===== config.mk =====
export PLATFORM = sky130hd
export DESIGN_NAME = short_location_expander_flat
export DESIGN_NICKNAME = d
export VERILOG_FILES = /design/src/rtl/short_location_expander_if.sv /design/src/rtl/short_location_expander.sv /design/src/flat_wrapper.sv
export SDC_FILE = /design/constraint.sdc
export NUM_CORES = 1
export LEC_CHECK = 0
export CAP_MARGIN = 20
export CORE_AREA = 2 2 104 66
export CTS_CLUSTER_SIZE = 16
export DETAILED_ROUTE_END_ITERATION = 8
export DIE_AREA = 0 0 106 68
export PLACE_DENSITY = 0.59
export SYNTH_ARGS = -nofsm -noshare
export SYNTH_HDL_FRONTEND = slang
export SYNTH_SLANG_ARGS = --single-unit

===== constraint.sdc =====
create_clock -name clk -period 2.7 [get_ports clk]
set_input_delay 0.54 -clock clk [delete_from_list [all_inputs] [get_ports clk]]
set_output_delay 0.54 -clock clk [all_outputs]
set_load 0.02 [all_outputs]

===== src/rtl/short_location_expander_if.sv =====
// short_location_expander_if
//   Bundles the code-in and word-out handshakes of the short location expander.
//   slave  : the expander side (consumes codes, produces words and the error count)
//   master : the producer/consumer side (drives codes and out_ready)
//   Signals: in_valid/in_ready/in_loc/in_mant  -- compressed code handshake
//            out_valid/out_ready/out_word/out_err -- reconstructed word handshake
//            err_count -- saturating count of accepted illegal codes
`timescale 1ns/1ps
interface short_location_expander_if #(
    parameter int WORD_W = 10,
    parameter int LOC_W  = 4,
    parameter int MANT_W = 4,
    parameter int CNT_W  = 8
);
    logic              in_valid;
    logic              in_ready;
    logic [LOC_W-1:0]  in_loc;
    logic [MANT_W-1:0] in_mant;
    logic              out_valid;
    logic              out_ready;
    logic [WORD_W-1:0] out_word;
    logic              out_err;
    logic [CNT_W-1:0]  err_count;

    modport slave (
        input  in_valid, in_loc, in_mant, out_ready,
        output in_ready, out_valid, out_word, out_err, err_count
    );

    modport master (
        output in_valid, in_loc, in_mant, out_ready,
        input  in_ready, out_valid, out_word, out_err, err_count
    );
endinterface


===== src/rtl/short_location_expander.sv =====
// short_location_expander
//   Rebuilds a WORD_W-bit magnitude from a compressed code made of the
//   leading-one location (0 = zero word, k = bit k-1 is the leading one) and the
//   MANT_W bits directly below that leading one, MSB-aligned. Two registered
//   stages, one code per cycle, valid/ready on both sides.
//   Ports:
//     clk    -- rising-edge clock
//     rst_n  -- asynchronous active-low reset, flushes both stages
//     bus    -- short_location_expander_if.slave (code in, word out, err_count)
//   Optional build macro MIDPOINT_FILL_EN: when the mantissa does not reach the
//   bottom of the word, set the bit just below it so the result sits at the
//   midpoint of the quantization interval instead of its lower edge.
`timescale 1ns/1ps
module short_location_expander #(
    parameter int WORD_W = 10,
    parameter int LOC_W  = 4,
    parameter int MANT_W = 4,
    parameter int CNT_W  = 8
) (
    input  logic                      clk,
    input  logic                      rst_n,
    short_location_expander_if.slave  bus
);
    localparam int TW   = WORD_W + MANT_W;
    localparam int SH_W = $clog2(TW + 2);

    // Stage 1 state
    logic              s1_valid_r;
    logic [LOC_W-1:0]  s1_loc_r;
    logic [MANT_W-1:0] s1_mant_r;
    logic [WORD_W-1:0] s1_onehot_r;
    logic              s1_illegal_r;

    // Stage 2 state (drives the outputs directly)
    logic              out_valid_r;
    logic [WORD_W-1:0] out_word_r;
    logic              out_err_r;
    logic [CNT_W-1:0]  err_count_r;

    logic              s2_load_s;
    logic              s1_load_s;
    logic              in_xfer_s;
    logic              in_illegal_s;
    logic [WORD_W-1:0] in_onehot_s;
    logic [SH_W-1:0]   mant_shift_s;
    logic [WORD_W-1:0] mant_bits_s;
    logic [WORD_W-1:0] fill_bits_s;
    logic [WORD_W-1:0] compose_s;

    // Stage enables; in_ready follows out_ready combinationally so a full pipe
    // still accepts a new code in the cycle the output drains.
    always_comb begin
        s2_load_s = !out_valid_r || bus.out_ready;
        s1_load_s = !s1_valid_r || s2_load_s;
        in_xfer_s = bus.in_valid && s1_load_s;
    end

    // Input decode: one-hot of in_loc-1 (all zero for loc 0 and for illegal codes)
    always_comb begin
        in_illegal_s = (bus.in_loc > LOC_W'(WORD_W));
        in_onehot_s  = {WORD_W{1'b0}};
        for (int i = 0; i < WORD_W; i++) begin
            in_onehot_s[i] = (bus.in_loc == LOC_W'(i + 1));
        end
    end

    // Word composition from the stage-1 fields
    always_comb begin
        // Mantissa MSB starts at bit TW-1 of {mant, zeros}; shifting right by
        // TW+1-loc lands it on bit loc-2, the first position below the leading
        // one. Mantissa bits that fall under bit 0 drop out of the truncation.
        mant_shift_s = SH_W'(TW + 1) - SH_W'(s1_loc_r);
        mant_bits_s  = WORD_W'({s1_mant_r, {WORD_W{1'b0}}} >> mant_shift_s);
`ifdef MIDPOINT_FILL_EN
        // Bit just below the mantissa; shifts out entirely when the mantissa
        // already reaches bit 0.
        fill_bits_s  = s1_onehot_r >> (MANT_W + 1);
`else
        fill_bits_s  = {WORD_W{1'b0}};
`endif
        if (|s1_onehot_r) begin
            compose_s = s1_onehot_r | mant_bits_s | fill_bits_s;
        end else begin
            compose_s = {WORD_W{1'b0}};
        end
    end

    // Stage 1 register: location, mantissa, decode and illegal flag
    always_ff @(posedge clk or negedge rst_n) begin
        if (!rst_n) begin
            s1_valid_r   <= 1'b0;
            s1_loc_r     <= {LOC_W{1'b0}};
            s1_mant_r    <= {MANT_W{1'b0}};
            s1_onehot_r  <= {WORD_W{1'b0}};
            s1_illegal_r <= 1'b0;
        end else if (s1_load_s) begin
            s1_valid_r   <= bus.in_valid;
            s1_loc_r     <= bus.in_loc;
            s1_mant_r    <= bus.in_mant;
            s1_onehot_r  <= in_onehot_s;
            s1_illegal_r <= in_illegal_s;
        end else begin
            s1_valid_r   <= s1_valid_r;
        end
    end

    // Stage 2 register: composed word and its error flag, held while stalled
    always_ff @(posedge clk or negedge rst_n) begin
        if (!rst_n) begin
            out_valid_r <= 1'b0;
            out_word_r  <= {WORD_W{1'b0}};
            out_err_r   <= 1'b0;
        end else if (s2_load_s) begin
            out_valid_r <= s1_valid_r;
            out_word_r  <= compose_s;
            out_err_r   <= s1_illegal_r;
        end else begin
            out_valid_r <= out_valid_r;
        end
    end

    // Saturating count of illegal codes, counted when they are accepted
    always_ff @(posedge clk or negedge rst_n) begin
        if (!rst_n) begin
            err_count_r <= {CNT_W{1'b0}};
        end else if (in_xfer_s && in_illegal_s && !(&err_count_r)) begin
            err_count_r <= err_count_r + CNT_W'(1);
        end else begin
            err_count_r <= err_count_r;
        end
    end

    assign bus.in_ready  = s1_load_s;
    assign bus.out_valid = out_valid_r;
    assign bus.out_word  = out_word_r;
    assign bus.out_err   = out_err_r;
    assign bus.err_count = err_count_r;
endmodule

===== src/flat_wrapper.sv =====
// flat-port wrapper written by rule: the top's interface ports become plain ports
module short_location_expander_flat 
#(
    parameter int WORD_W = 10,
    parameter int LOC_W  = 4,
    parameter int MANT_W = 4,
    parameter int CNT_W  = 8
)
  (clk, rst_n, bus_in_valid, bus_in_loc, bus_in_mant, bus_out_ready, bus_in_ready, bus_out_valid, bus_out_word, bus_out_err, bus_err_count);
  short_location_expander_if #(.WORD_W(WORD_W), .LOC_W(LOC_W), .MANT_W(MANT_W), .CNT_W(CNT_W)) bus_i ();
  input  logic clk;
  input  logic rst_n;
  input wire logic [$bits(bus_i.in_valid)-1:0] bus_in_valid;
  input wire logic [$bits(bus_i.in_loc)-1:0] bus_in_loc;
  input wire logic [$bits(bus_i.in_mant)-1:0] bus_in_mant;
  input wire logic [$bits(bus_i.out_ready)-1:0] bus_out_ready;
  output wire logic [$bits(bus_i.in_ready)-1:0] bus_in_ready;
  output wire logic [$bits(bus_i.out_valid)-1:0] bus_out_valid;
  output wire logic [$bits(bus_i.out_word)-1:0] bus_out_word;
  output wire logic [$bits(bus_i.out_err)-1:0] bus_out_err;
  output wire logic [$bits(bus_i.err_count)-1:0] bus_err_count;
  assign bus_i.in_valid = bus_in_valid;
  assign bus_i.in_loc = bus_in_loc;
  assign bus_i.in_mant = bus_in_mant;
  assign bus_i.out_ready = bus_out_ready;
  assign bus_in_ready = bus_i.in_ready;
  assign bus_out_valid = bus_i.out_valid;
  assign bus_out_word = bus_i.out_word;
  assign bus_out_err = bus_i.out_err;
  assign bus_err_count = bus_i.err_count;
  short_location_expander #(.WORD_W(WORD_W), .LOC_W(LOC_W), .MANT_W(MANT_W), .CNT_W(CNT_W)) u_core (.clk(clk), .rst_n(rst_n), .bus(bus_i));
endmodule

==> impl_metrics.env <==
export IMPL_core_um2=6360
export IMPL_endpoint_kind="primary output"
export IMPL_post_place_cells=302
export IMPL_fin_cells=310
export IMPL_seqCellArea_um2=1000
export IMPL_wl_mm=4.54
export IMPL_clk_pin_slew_ns=0.08
export IMPL_cp_buffers_inverters=3
export IMPL_antenna_found_initial=0
export IMPL_clock_sinks=40
export IMPL_crit_chain="clkdlybuf4s50_1 -> nor2b_4 -> and2_4 -> clkinv_4 -> clkdlybuf4s50_1"
export IMPL_timing_final_crit_share_pct=90.6
export IMPL_drt_iter0_drc=69
export IMPL_cts_buffer_depth=2
export IMPL_p_comb_share_pct=25.9
export IMPL_maxSlewHeadroom_pct=39.9
export IMPL_leakage_nw=1.03
export IMPL_grt_pass1_vias=1446
export IMPL_ant_nets=0
export IMPL_tritoncts="done"
export IMPL_rows=23
export IMPL_cp_start_kind="input port"
export IMPL_initial_core_util_pct=29.5
export IMPL_synth_seq_cells=40
export IMPL_synth_seq_area_share_pct=53.3
export IMPL_fmax_ghz=0.409
export IMPL_die_w_um=106
export IMPL_synth_area_per_cell_um2=10.0
export IMPL_seq_power_share_pct=47.9
export IMPL_crit_path_top_delay_cell="clkdlybuf4s50_1"
export IMPL_worst_ep_required_time_ns=2.16
export IMPL_finalNetCount=235
export IMPL_drc=0
export IMPL_crit_type="in2out"
export IMPL_min_period_ns=2.45
export IMPL_clockRootBuffer="clkbuf_8"
export IMPL_synth_nets=200
export IMPL_cts_repair_resized=0
export IMPL_routabilityCongestion=0.842
export IMPL_die_height_um=68
export IMPL_switching_share_pct=32.9
export IMPL_overflow=0
export IMPL_dieArea_um2=7210
export IMPL_syn2layout_area_growth_pct=26.8
export IMPL_rsz0062_at_grt="no"
export IMPL_synth_edf_count=0
export IMPL_ys_top_cells_by_area="dfrtp_1, nand2_1, o21ai_0"
export IMPL_ios=33
export IMPL_htree_levels=2
export IMPL_grt_max_degree=41
export IMPL_cpMostUsedCell="clkdlybuf4s50_1"
export IMPL_cts_made_buffers=5
export IMPL_hold_viol_final=0
export IMPL_track_usage_pct=13.9
export IMPL_syn_inst=187
export IMPL_irDropWorstVdd_uv=284
export IMPL_wire_per_inst_um=14.6
export IMPL_maxSlewViolCount=0
export IMPL_firstDrtPassIters=4
export IMPL_setup_viol=0
export IMPL_clock_skew_ns=0.00767
export IMPL_viasPerCell=4.80
export IMPL_path_delay_family="buffers and inverters"
export IMPL_total_power_mw=1.59
export IMPL_fill_cells=653
export IMPL_numPortBuffers=32
export IMPL_switching_power_uw=523
export IMPL_dpl_hpwl_mm=3.38
export IMPL_status="complete, no violations"
export IMPL_clockPowerShare_pct=26.2
export IMPL_postCtsSetupBuffers=0
export IMPL_vias=1489
export IMPL_final_setup_tns_ns=0
export IMPL_stdcell_area_um2=2380
export IMPL_synth_top_area_cell="dfrtp_1"
export IMPL_async_flop_share_pct=100
export IMPL_maxCapViolCount=0
export IMPL_synth_flop_cell="dfrtp_1"
export IMPL_synth_distinct_cells=40
export IMPL_multi_input_area_um2=820
export IMPL_hold_class="in2async"
export IMPL_whs_ns=0.369
export IMPL_diodes=0
export IMPL_syn_area_um2=1880
export IMPL_cts_hold_buffers_added=0
export IMPL_p_per_area_nw_per_um2=669
export IMPL_grt_pass1_wl_mm=7.66
export IMPL_tightestPinTransition_ns=0.902
export IMPL_insertion_delay_ns=0.29
export IMPL_synth_top_area_share_pct=53.3
export IMPL_crit_arrival_ns=1.91
export IMPL_drive_gt1_share_pct=9.42
export IMPL_intPower_mw=1.07
export IMPL_placedInstanceArea_um2=2290
export IMPL_critical_path_max_stage_delay_ns=0.59
export IMPL_yosys_warnings=0
export IMPL_worstPathMaxFanout=2
## cell usage after synthesis (all sizes together) (2+ instances only)
master,instances
nand3b,2
o31ai,5
nand2b,6
o21ai,14
o211ai,2
buf,4
inv,3
nor2b,2
a31oi,3
a21oi,3
dfrtp,40
nand3,3
mux2i,5
a221oi,3
nand2,46
nor3,2
clkbuf,3
or2,2
nor4,6
nor2,5
nand4,3
nor3b,2
o41ai,5
mux2,2
xor2,7
## area by class of cell
| cell class | count | area share, % |
|---|---|---|
| sequential | 40 | 42.1 |
| inverter | 4 | 0.841 |
| multi-input combinational | 136 | 34.4 |
| clock inverter | 2 | 0.421 |
| clock buffer | 6 | 3.47 |
| tap | 87 | 4.57 |
| timing repair buffer | 35 | 14.2 |
## power by group through the flow
stage / clock network, mW / logic, mW / registers (mW)
global placement: 0 / 0.410 / 0.772
detailed placement: 0 / 0.415 / 0.774
floorplan: 0 / 0.169 / 0.815
global route: 0.465 / 0.455 / 0.776
CTS: 0.432 / 0.417 / 0.763
finish: 0.417 / 0.412 / 0.762
## registers in the layout, summed over array words and instances (netlist names)
signal                cells
u_core.s1_onehot_r       10
u_core.bus.out_err        1
u_core.bus.out_valid      1
u_core.s1_mant_r          4
u_core.s1_illegal_r       1
u_core.bus.out_word      10
u_core.bus.err_count      8
u_core.s1_valid_r         1
u_core.s1_loc_r           4
## per-layer routing
metal  track usage, %  routed length [um]  vias up
li1                 -                   -      737
met1             22.6                2550      710
met2             17.7                1720       37
met3             3.33                 240        5
met4             3.62                  36        0
met5                0                   0        -
## kinds of logic after synthesis
| group | Yosys count | share of synthesized area [%] |
|---|---|---|
| simple gates | 82 | 22.1 |
| flops | 40 | 53.3 |
| compound gates | 39 | 13.8 |
| buf+inv | 11 | 3.00 |
| xor+xnor | 7 | 3.27 |
| mux | 7 | 3.87 |
| fa+ha+maj | 1 | 0.667 |
## cells in the final DEF (no fill, tap or decap), types with 5 or more instances in the layout
master / netlist / layout
nor2_1: 5 / 5
mux2i_1: 5 / 5
dfrtp_1: 40 / 40
xor2_1: 7 / 7
clkdlybuf4s50_1: 0 / 31
clkbuf_8: 0 / 6
nand2_1: 46 / 46
o31ai_1: 5 / 5
nand2b_1: 6 / 6
o21ai_0: 14 / 14
o41ai_1: 5 / 5
nor4_1: 6 / 6
## metrics by stage
| stage | worst slack (ns) | utilization, % |
|---|---|---|
| floorplan | 0.863 | - |
| global placement | 0.234 | 36.0 |
| detailed placement | 0.241 | 36.0 |
| CTS | 0.240 | 37.4 |
| global route | 0.226 | 37.4 |
| finish | 0.255 | 37.4 |
## final timing paths
kind | startpoint | end | slack (ns) | cells after the start
min in group clk | u_core.s1_valid_r$_DFFE_PN0P_ | u_core.bus.out_valid$_DFFE_PN0P_ | 0.47 | 1
worst min register to register | u_core.s1_valid_r$_DFFE_PN0P_ | u_core.bus.out_valid$_DFFE_PN0P_ | 0.47 | 1
worst max-delay path | bus_out_ready | bus_in_ready | 0.25 | 5
worst max register to register | u_core.bus.out_valid$_DFFE_PN0P_ | u_core.bus.err_count[1]$_DFFE_PN0P_ | 0.90 | 7
worst min-delay path | rst_n | u_core.bus.out_word[8]$_DFFE_PN0P_ | 0.37 | 1
max in group asynchronous | rst_n | u_core.bus.err_count[6]$_DFFE_PN0P_ | 1.76 | 1
No activity file was read; power rests on OpenSTA's default activity.
